<file path="config.mk">
export PLATFORM = sky130hd
export DESIGN_NAME = pipe_hazard_ctrl
export DESIGN_NICKNAME = d
export VERILOG_FILES = /design/src/rtl/pipe_hazard_ctrl.sv
export SDC_FILE = /design/constraint.sdc
export NUM_CORES = 1
export LEC_CHECK = 0
export CAP_MARGIN = 10
export CORE_MARGIN = 1
export CORE_UTILIZATION = 30
export CTS_BUF_LIST = sky130_fd_sc_hd__clkbuf_16
export CTS_CLUSTER_SIZE = 40
export DETAILED_ROUTE_END_ITERATION = 10
export PLACE_DENSITY = 0.73
export SYNTH_ARGS = -nofsm -noshare
export SYNTH_HDL_FRONTEND = slang
export SYNTH_SLANG_ARGS = --single-unit
export TNS_END_PERCENT = 1
</file>
<file path="constraint.sdc">
create_clock -name i_clk -period 3 [get_ports i_clk]
set_input_delay 0.6 -clock i_clk [delete_from_list [all_inputs] [get_ports i_clk]]
set_output_delay 0.6 -clock i_clk [all_outputs]
set_load 0.03 [all_outputs]
</file>
<file path="src/rtl/pipe_hazard_ctrl.sv">
// ---------------------------------------------------------------------------
// pipe_hazard_ctrl
//   Central pipeline controller for the 5-stage core. Produces the stall/bubble
//   controls for every pipeline register (PC, IF/ID, ID/EX, EX/MEM, MEM/WB).
//   It resolves three hazards, highest priority first:
//     1. data memory busy   -> freeze the pipe and drain a bubble into WB
//     2. EX-stage redirect  -> squash the two younger instructions
//     3. load-use           -> hold IF/ID for one cycle and bubble EX
//   A small FSM (RUN / MEM_WAIT / HALT) tracks the memory wait. A saturating
//   counter bounds the wait, and a sticky timeout flag parks the core in HALT
//   until reset.
//
// Configuration macro: PIPE_PERF_EN
//   When defined, two free-running 32-bit performance counters are built:
//   stall cycles (stall_if=1) and redirect flushes. When undefined, both
//   outputs are tied to zero and no counter registers exist.
//
// Ports
//   i_clk, i_rst               clock, synchronous active-high reset
//   i_rs1_id, i_rs2_id         source registers of the ID instruction
//   i_use_rs1_id, i_use_rs2_id ID instruction actually reads rs1 / rs2
//   i_rd_ex, i_mem_read_ex     destination and load flag of the EX instruction
//   i_jump_ex                  EX resolved a taken branch/jump this cycle
//   i_mem_req_mem, i_mem_ready MEM-stage data access and its completion
//   o_stall_* / o_bubble_*     per-register hold / insert-bubble controls
//   o_mem_timeout              sticky; a memory access waited past WAIT_MAX
//   o_perf_stall_cnt           stall-cycle count (0 without PIPE_PERF_EN)
//   o_perf_flush_cnt           redirect-flush count (0 without PIPE_PERF_EN)
// ---------------------------------------------------------------------------
module pipe_hazard_ctrl #(
    parameter int WAIT_MAX = 255
) (
    input  logic        i_clk,
    input  logic        i_rst,
    input  logic [4:0]  i_rs1_id,
    input  logic [4:0]  i_rs2_id,
    input  logic        i_use_rs1_id,
    input  logic        i_use_rs2_id,
    input  logic [4:0]  i_rd_ex,
    input  logic        i_mem_read_ex,
    input  logic        i_jump_ex,
    input  logic        i_mem_req_mem,
    input  logic        i_mem_ready,
    output logic        o_stall_if,
    output logic        o_stall_id,
    output logic        o_bubble_id,
    output logic        o_stall_ex,
    output logic        o_bubble_ex,
    output logic        o_stall_mem,
    output logic        o_bubble_mem,
    output logic        o_stall_wb,
    output logic        o_bubble_wb,
    output logic        o_mem_timeout,
    output logic [31:0] o_perf_stall_cnt,
    output logic [31:0] o_perf_flush_cnt
);

    localparam int CNT_W = (WAIT_MAX < 1) ? 1 : $clog2(WAIT_MAX + 1);
    localparam logic [CNT_W-1:0] CNT_MAX = CNT_W'(WAIT_MAX);
    localparam logic [CNT_W-1:0] CNT_ONE = CNT_W'(1);

    typedef enum logic [1:0] {
        S_RUN      = 2'd0,
        S_MEM_WAIT = 2'd1,
        S_HALT     = 2'd2
    } state_t;

    state_t           r_state;
    state_t           w_state_nxt;
    logic [CNT_W-1:0] r_wait_cnt;
    logic [CNT_W-1:0] w_wait_cnt_nxt;
    logic             r_mem_timeout;
    logic             w_timeout_nxt;

    logic w_hold;       // memory-stall response is active this cycle
    logic w_load_use;
    logic w_redirect;
    logic w_lu_stall;

    // Raw load-use match; x0 is never a real dependency.
    assign w_load_use = i_mem_read_ex && (i_rd_ex != 5'd0) &&
                        ((i_use_rs1_id && (i_rs1_id == i_rd_ex)) ||
                         (i_use_rs2_id && (i_rs2_id == i_rd_ex)));

    // Next-state logic. w_hold selects the memory-freeze output pattern; when
    // it is clear the hazard rules below decide the outputs.
    always_comb begin
        w_state_nxt    = r_state;
        w_wait_cnt_nxt = r_wait_cnt;
        w_timeout_nxt  = r_mem_timeout;
        w_hold         = 1'b0;

        if (!i_rst) begin
            case (r_state)
                S_RUN: begin
                    if (i_mem_req_mem && !i_mem_ready) begin
                        w_hold         = 1'b1;
                        w_state_nxt    = S_MEM_WAIT;
                        w_wait_cnt_nxt = CNT_ONE;
                    end
                end
                S_MEM_WAIT: begin
                    if (i_mem_ready) begin
                        // Release cycle: hazard rules apply now so MEM/WB
                        // captures the returned data.
                        w_state_nxt    = S_RUN;
                        w_wait_cnt_nxt = '0;
                    end else begin
                        w_hold = 1'b1;
                        if (r_wait_cnt == CNT_MAX) begin
                            w_timeout_nxt = 1'b1;
                            w_state_nxt   = S_HALT;
                        end else begin
                            w_wait_cnt_nxt = r_wait_cnt + CNT_ONE;
                        end
                    end
                end
                S_HALT: begin
                    w_hold = 1'b1;
                end
                default: begin
                    w_state_nxt    = S_RUN;
                    w_wait_cnt_nxt = '0;
                end
            endcase
        end
    end

    // Redirect beats load-use: the dependent instruction is being squashed
    // anyway, so stalling it would only waste a cycle.
    assign w_redirect = !i_rst && !w_hold && i_jump_ex;
    assign w_lu_stall = !i_rst && !w_hold && !i_jump_ex && w_load_use;

    // Reset forces bubbles everywhere so stale contents are flushed.
    assign o_stall_if    = w_hold | w_lu_stall;
    assign o_stall_id    = w_hold | w_lu_stall;
    assign o_bubble_id   = i_rst | w_redirect;
    assign o_stall_ex    = w_hold;
    assign o_bubble_ex   = i_rst | w_redirect | w_lu_stall;
    assign o_stall_mem   = w_hold;
    assign o_bubble_mem  = i_rst;
    assign o_stall_wb    = 1'b0;
    assign o_bubble_wb   = i_rst | w_hold;
    assign o_mem_timeout = r_mem_timeout;

    always_ff @(posedge i_clk) begin
        if (i_rst) begin
            r_state       <= S_RUN;
            r_wait_cnt    <= '0;
            r_mem_timeout <= 1'b0;
        end else begin
            r_state       <= w_state_nxt;
            r_wait_cnt    <= w_wait_cnt_nxt;
            r_mem_timeout <= w_timeout_nxt;
        end
    end

`ifdef PIPE_PERF_EN
    logic [31:0] r_perf_stall_cnt;
    logic [31:0] r_perf_flush_cnt;

    // Both counters wrap naturally at 2^32.
    always_ff @(posedge i_clk) begin
        if (i_rst) begin
            r_perf_stall_cnt <= 32'd0;
            r_perf_flush_cnt <= 32'd0;
        end else begin
            if (o_stall_if) begin
                r_perf_stall_cnt <= r_perf_stall_cnt + 32'd1;
            end
            if (w_redirect) begin
                r_perf_flush_cnt <= r_perf_flush_cnt + 32'd1;
            end
        end
    end

    assign o_perf_stall_cnt = r_perf_stall_cnt;
    assign o_perf_flush_cnt = r_perf_flush_cnt;
`else
    assign o_perf_stall_cnt = 32'd0;
    assign o_perf_flush_cnt = 32'd0;
`endif

endmodule

</file>
==> results of run 1 <==
-- flip-flops by register name, indices dropped and copies added, names as in the netlist --
signal and flops:
r_state 2, o_mem_timeout 1, r_wait_cnt 8
-- cells in the final DEF, fill, tap and decap left out, types with 2 or more instances in the layout --
cell type and instances:
o211ai_1 2, nor4_1 2, or2_2 2, o22ai_1 2, o21ai_0 4, inv_1 3, nand4_1 2, nor2_1 8
o21ai_1 3, xnor2_1 2, conb_1 65, or3_2 3, buf_4 7, o21bai_1 2, nand2_1 3, dfxtp_1 11
or4_1 2, clkbuf_16 3, clkdlybuf4s50_1 26, a21oi_1 8, xor2_1 8, nand3_1 3
-- per-stage QoR --
| step | cell area, um2 | power [uW] | util [%] |
|---|---|---|---|
| floorplan | 1510 | 383 | - |
| global placement | 1360 | 367 | 33.7 |
| detailed placement | 1360 | 368 | 33.7 |
| CTS | 1440 | 614 | 35.7 |
| global route | 1440 | 640 | 35.7 |
| finish | 1440 | 607 | 35.7 |
-- synthesized netlist by cell type, types with 2 or more instances --
cell / n / share of area [%]
buf_4: 68 / 40
or2_2: 2 / 0.99
or4_1: 2 / 1.2
xnor2_1: 2 / 1.4
nand2_1: 3 / 0.89
or3_2: 3 / 1.8
o22ai_1: 2 / 0.99
o211ai_1: 2 / 1.2
nand4_1: 2 / 0.99
xor2_1: 8 / 5.5
o21ai_1: 3 / 1.2
o21bai_1: 2 / 1.2
nand3_1: 3 / 1.2
nor2_1: 8 / 2.4
a21oi_1: 8 / 3.2
dfxtp_1: 11 / 17
o21ai_0: 4 / 1.6
inv_1: 2 / 0.59
nor4_1: 2 / 0.99
-- area by class of cell --
type | instances | share of cell area, %
Clock buffer | 3 | 5.22
Clock inverter | 1 | 0.261
Inverter | 2 | 0.522
Multi-Input combinational cell | 140 | 52.6
Sequential cell | 11 | 15.3
Tap cell | 50 | 4.35
Timing Repair Buffer | 33 | 21.8
-- metal layers --
layer / vias up / global-route usage, % / part of all wire, %
met1: 419 / 12.1 / 38
met2: 55 / 17.8 / 51
met5: - / 0 / 0
met4: 0 / 6.91 / 2.4
met3: 4 / 2.91 / 9.1
li1: 473 / - / -
-- power by group --
part / internal, uW / switching, uW / total, uW
registers: 150 / 4.84 / 154
logic: 56.4 / 156 / 212
clock network: 175 / 66.0 / 241
total: 381 / 227 / 607
-- final timing paths --
path            startpoint             to  slack, ns  depth (start not counted)
max            i_mem_ready    o_bubble_id       0.09                          5
min          o_mem_timeout  o_mem_timeout       0.47                          2
max reg2reg     r_state[0]  r_wait_cnt[5]       1.23                          4
min reg2reg  o_mem_timeout  o_mem_timeout       0.47                          2
-- worst max-delay path: stages --
cell and delay [ns]:
clkdlybuf4s50_1 0.43, o21bai_1 0.16, mux2_2 0.32, a21o_1 0.20, clkdlybuf4s50_1 0.59
-- logic make-up after synthesis --
kind of cell	Yosys count	share of synthesized area, %
multiplexers	1	0.888
flip-flops	11	17.4
XOR/XNOR	10	6.90
AND/OR/NAND/NOR	35	16.5
adder cells (fa/ha/maj)	1	0.986
buffers and inverters	72	42.0
AO/OA/AOI/OAI	28	15.1
other	1	0.296
==> results by group, run 1 <==
Synth
  • Avg Synthesized Cell Area: around 8 um2
  • Synth warnings: 0
  • Sequential area share after synthesis: approximately 17%
  • Asr flop ratio synth: 0%
  • Netlist cell types: 41
  • Cell area after synthesis: between 0.001 and 0.0015 mm2
  • EDFF count, synth: 0
  • Mapped Cells: about 160
  • Register bit total from synthesis: 11
  • Synth Flop Type: dfxtp_1

STA
  • Max Freq: between 300 and 400 MHz
  • Hold WS: ~0.47 ns
  • Count of final hold-check violations: 0
  • Setup WS post-layout: 0.0933 ns
  • Layout Skew: about 0.0031 ns
  • RSZ-0062 raised after global routing: no
  • Setup TNS: 0 ns
  • Final min period: approximately 2.9 ns
  • Endpoints failing setup: 0
  • Max Slew Vio Count: 0
  • Period utilisation layout: between 90% and 100%

Final layout
  • Fillers: about 420
  • Layout Cells excl Fill: 240
  • Seq. cell area: around 220 um2
  • Nets: 215
  • Area occupied by multi-input gates: 756 um2
  • Synthesis-to-layout area growth: 13.3%
  • Layout cells sized above 1: between 10% and 20%
  • Number of diodes: 0

Pwr
  • Peak supply drop: 165 uV
  • Leak Pwr: between 0.0006 and 0.0007 uW
  • PD cells: around 420 mW/mm2

Clock tree
  • Worst-path clk slew: 0.04 ns
  • CTS tree: built
  • Htree depth: 1
  • Clock tree root driver cell: clkbuf_16
  • Later-pin clock latency in the skew report: 0.24 ns
  • Clock Path Buffers: 2
  • Num CTS Buffers: 3
  • Clock Sinks: 11
  • Post-CTS setup-driven buffer insertion count: 0
  • Hold Buf Count CTS: 0
  • Post-CTS Resized: 0

Detailed routing
  • Via density: between 3 and 4
  • DR WL/cell: 8.93 um
  • Initial DRC count: 26
  • Final ANT Viol Nets: 0
  • DR DRC count: 0
  • Vias: ~950
  • Routed WL: 2140 um
  • First-pass detailed-route iteration total: 4

GRT
  • Largest net degree at the start of global routing: 11
  • First-pass GRT wire length: 3530 um
  • Gr ovfl total: 0
  • Vias in the first global route: a little over 800
  • Initial antenna violation count: 0
  • Total GRT Usage: a little over a tenth

Critical path
  • Crit path DAT: around 2.3 ns
  • Peak fanout along the critical path: 5
  • CP required: between 2 and 2.5 ns
  • Crit end category: primary output
  • Startpoint Class: input pin
  • Critical path class: input pin to primary output

Die
  • Site Rows: 23
  • Core area: ~0.0040 mm2
  • Top Ports: between 90 and 100
  • Die W: ~67 um
  • Die footprint: ~0.0045 mm2
  • Die Y: 67.0 um
  • Initial Util: about a third

Place
  • GPL Wtd Cong: around 0.75
  • Placed cells: 236
  • Port Buffers: 31
  • Post-DP HPWL: 1770 um
  • Dpl ws: between 0.1 and 0.15 ns

Run status
  • Outcome: finished, final reports clean

Hold path
  • HP Class: flip-flop to flip-flop

Flow run
  • Maxcap violations: 0
Note: power is estimated with default switching activity, not from simulation.
==> run 2: changes to the inputs <==
Settings changed: CORE_MARGIN 1 to 10, MAX_ROUTING_LAYER set to met4, SLEW_MARGIN set to 5.
==> run 2 against run 1 <==
Cell area rose by 0.78%; critical endpoint unchanged; cell count did not move; fmax rose by 0.45%; clock skew rose by 0.00081 ns; critical path depth did not move; power rose by 1.6%.
==> results by group, run 2 (same netlist as run 1, synthesis figures left out) <==
Die
  • Die Y: 85.0 um (+27%)
  • Top Ports: 97 (unchanged)
  • Die footprint: 0.00723 mm2 (+61%)
  • Die W: 85.0 um (+27%)
  • Site Rows: 23 (unchanged)
  • Core area: 0.00406 mm2 (+0.71%)
  • Initial Util: 31.3% (-0.22 points)

Detailed routing
  • Routed WL: 2960 um (+38%)
  • Final ANT Viol Nets: 0 (unchanged)
  • Via density: 3.98 (+0.53%)
  • Initial DRC count: 46 (+77%)
  • DR WL/cell: 12.3 um (+38%)
  • Vias: 956 (+0.53%)
  • DR DRC count: 0 (unchanged)
  • First-pass detailed-route iteration total: 2 (-2)

Critical path
  • Reg2Reg Capture Point: r_wait_cnt[2]
  • FF-to-FF setup slack: 1.26 ns (+0.03 ns)
  • Crit end category: primary output
  • Peak fanout along the critical path: 5 (unchanged)
  • CP required: 2.40 ns (about the same)
  • Crit path max-delay family: buffers and inverters
  • Crit path DAT: 2.29 ns (-0.02 ns)
  • FF-to-FF path depth: 4 (unchanged)
  • Critical path launch point: i_mem_ready
  • Worst r2r src: r_state[0]
  • CP bufs+invs: 2 (unchanged)
  • Worst-path cell chain: clkdlybuf4s50_1 > o21bai_1 > mux2_2 > a21o_1 > clkdlybuf4s50_1
  • Crit-path most repeated cell: clkdlybuf4s50_1
  • Crit-path max cell delay: 0.60 ns (about the same)
  • Startpoint Class: input pin
  • Critical path class: input pin to primary output
  • Slowest CP cell: clkdlybuf4s50_1

Place
  • Placed cells: 236 (unchanged)
  • GPL Wtd Cong: 0.763 (+2.1%)
  • Post-DP HPWL: 2640 um (+49%)
  • Port Buffers: 31 (unchanged)

GRT
  • First-pass GRT wire length: 4710 um (+34%)
  • Initial antenna violation count: 0 (unchanged)
  • Vias in the first global route: 1048 (+29%)
  • Total GRT Usage: 7.98% (-2.8 points)
  • Gr ovfl total: 0 (unchanged)
  • Largest net degree at the start of global routing: 11 (unchanged)

Pwr
  • Clock network fraction of design power: 39.6% (about the same)
  • Switching share of power: 37.7% (+0.41 points)
  • PD cells: 426 mW/mm2 (+0.78%)
  • Peak supply drop: 196 uV (+19%)
  • Combinational share of power: 35.4% (+0.5 points)
  • Leak Pwr: 0.000623 uW (+0.69%)
  • Net Switching: 233 uW (+2.7%)
  • Reg power frac: 25.0% (-0.4 points)
  • P_int: 384 uW (+0.91%)

Hold path
  • Hold path depth: 2 (unchanged)
  • HP Class: flip-flop to flip-flop
  • HP Start: o_mem_timeout
  • Hold endpoint: o_mem_timeout

Clock tree
  • Htree depth: 1 (unchanged)
  • Clock Sinks: 11 (unchanged)
  • Clock tree root driver cell: clkbuf_16
  • Clock Path Buffers: 2 (unchanged)
  • Post-CTS Resized: 0 (unchanged)
  • Worst-path clk slew: 0.04 ns (about the same)
  • Num CTS Buffers: 3 (unchanged)
  • CTS tree: built
  • Hold Buf Count CTS: 0 (unchanged)
  • Post-CTS setup-driven buffer insertion count: 0 (unchanged)
  • Later-pin clock latency in the skew report: 0.24 ns (about the same)

STA
  • Final min period: 2.89 ns (-0.0131 ns)
  • Max Slew Vio Count: 0 (unchanged)
  • Count of final hold-check violations: 0 (unchanged)
  • Max Freq: 346 MHz (+0.45%)
  • Endpoints failing setup: 0 (unchanged)
  • Setup TNS: 0 ns (unchanged)
  • Layout Skew: 0.00396 ns (+0.000814 ns)
  • Period utilisation layout: 96.5% (-0.44 points)
  • RSZ-0062 raised after global routing: no

Final layout
  • Max FFs per register: 8 (unchanged)
  • Layout Cells excl Fill: 240 (unchanged)
  • Commonest non-fill, non-tap cell in the layout: conb_1
  • Layout cells sized above 1: 11.6% (+1.1 points)
  • Nets: 215 (unchanged)
  • Synthesis-to-layout area growth: 14.2%
  • Number of diodes: 0 (unchanged)
  • Biggest register: r_wait_cnt
  • Fillers: 455 (+7.8%)
  • Most frequent cells in the layout: 65 x conb_1, 25 x clkdlybuf4s50_1, 11 x dfxtp_1

Flow run
  • Maxcap violations: 0 (unchanged)

Run status
  • Outcome: finished, final reports clean
run 2: changes by cell type in the layout (fill, tap and decap cells not counted):
cell / before / now
buf_12: 0 / 1
clkdlybuf4s50_1: 26 / 25
clkinv_2: 0 / 1
inv_1: 3 / 2
run 2: worst min-delay path: stages, from the launching register on:
cell	delay, ns
dfxtp_1	0.32
a31oi_1	0.04
nor2_1	0.07
run 2: final cells by class:
cell class	instances	area [um2]	share of cell area (%)
repair buffers	33	323	22.3
clock buffers	3	75.1	5.18
well taps	50	62.6	4.32
inverters	2	7.51	0.518
clock inverters	1	5.00	0.345
multi-input cells	140	756	52.2
flip-flops and latches	11	220	15.2
run 2: power groups by stage:
stage | registers [uW] | logic (uW) | clock network (uW)
finish | 154 | 218 | 245
detailed placement | 157 | 215 | 0
global placement | 157 | 213 | 0
global route | 155 | 233 | 258
floorplan | 154 | 229 | 0
CTS | 154 | 215 | 250
run 2: metrics by stage:
stage	area (um2)	power [uW]	utilization, %	setup WS [ns]	hold slack [ns]
3_5_place_dp	1370	371	33.7	0.112	0.472
4_1_cts	1450	619	35.7	0.107	0.481
5_1_grt	1450	646	35.7	0.0404	0.525
6_report	1450	617	35.7	0.106	0.475
3_3_place_gp	1370	369	33.7	0.125	0.455
2_1_floorplan	1510	383	-	0.430	0.462
run 2: worst max path at each step:
stage | endpoint | slack [ns] | cells after the start
2_1_floorplan | o_stall_if | 0.43 | 5
3_3_place_gp | o_bubble_id | 0.12 | 5
3_5_place_dp | o_bubble_id | 0.11 | 5
4_1_cts | o_bubble_id | 0.11 | 5
5_1_grt | o_stall_id | 0.04 | 6
6_report | o_bubble_id | 0.11 | 5
run 2: metal layers:
layer / vias up / global-route usage, % / part of all wire, %
met5: - / - / 0
met4: 0 / 2.69 / 1.1
met3: 4 / 4.21 / 9.6
met2: 54 / 13.4 / 51
met1: 425 / 7.70 / 39
li1: 473 / - / -
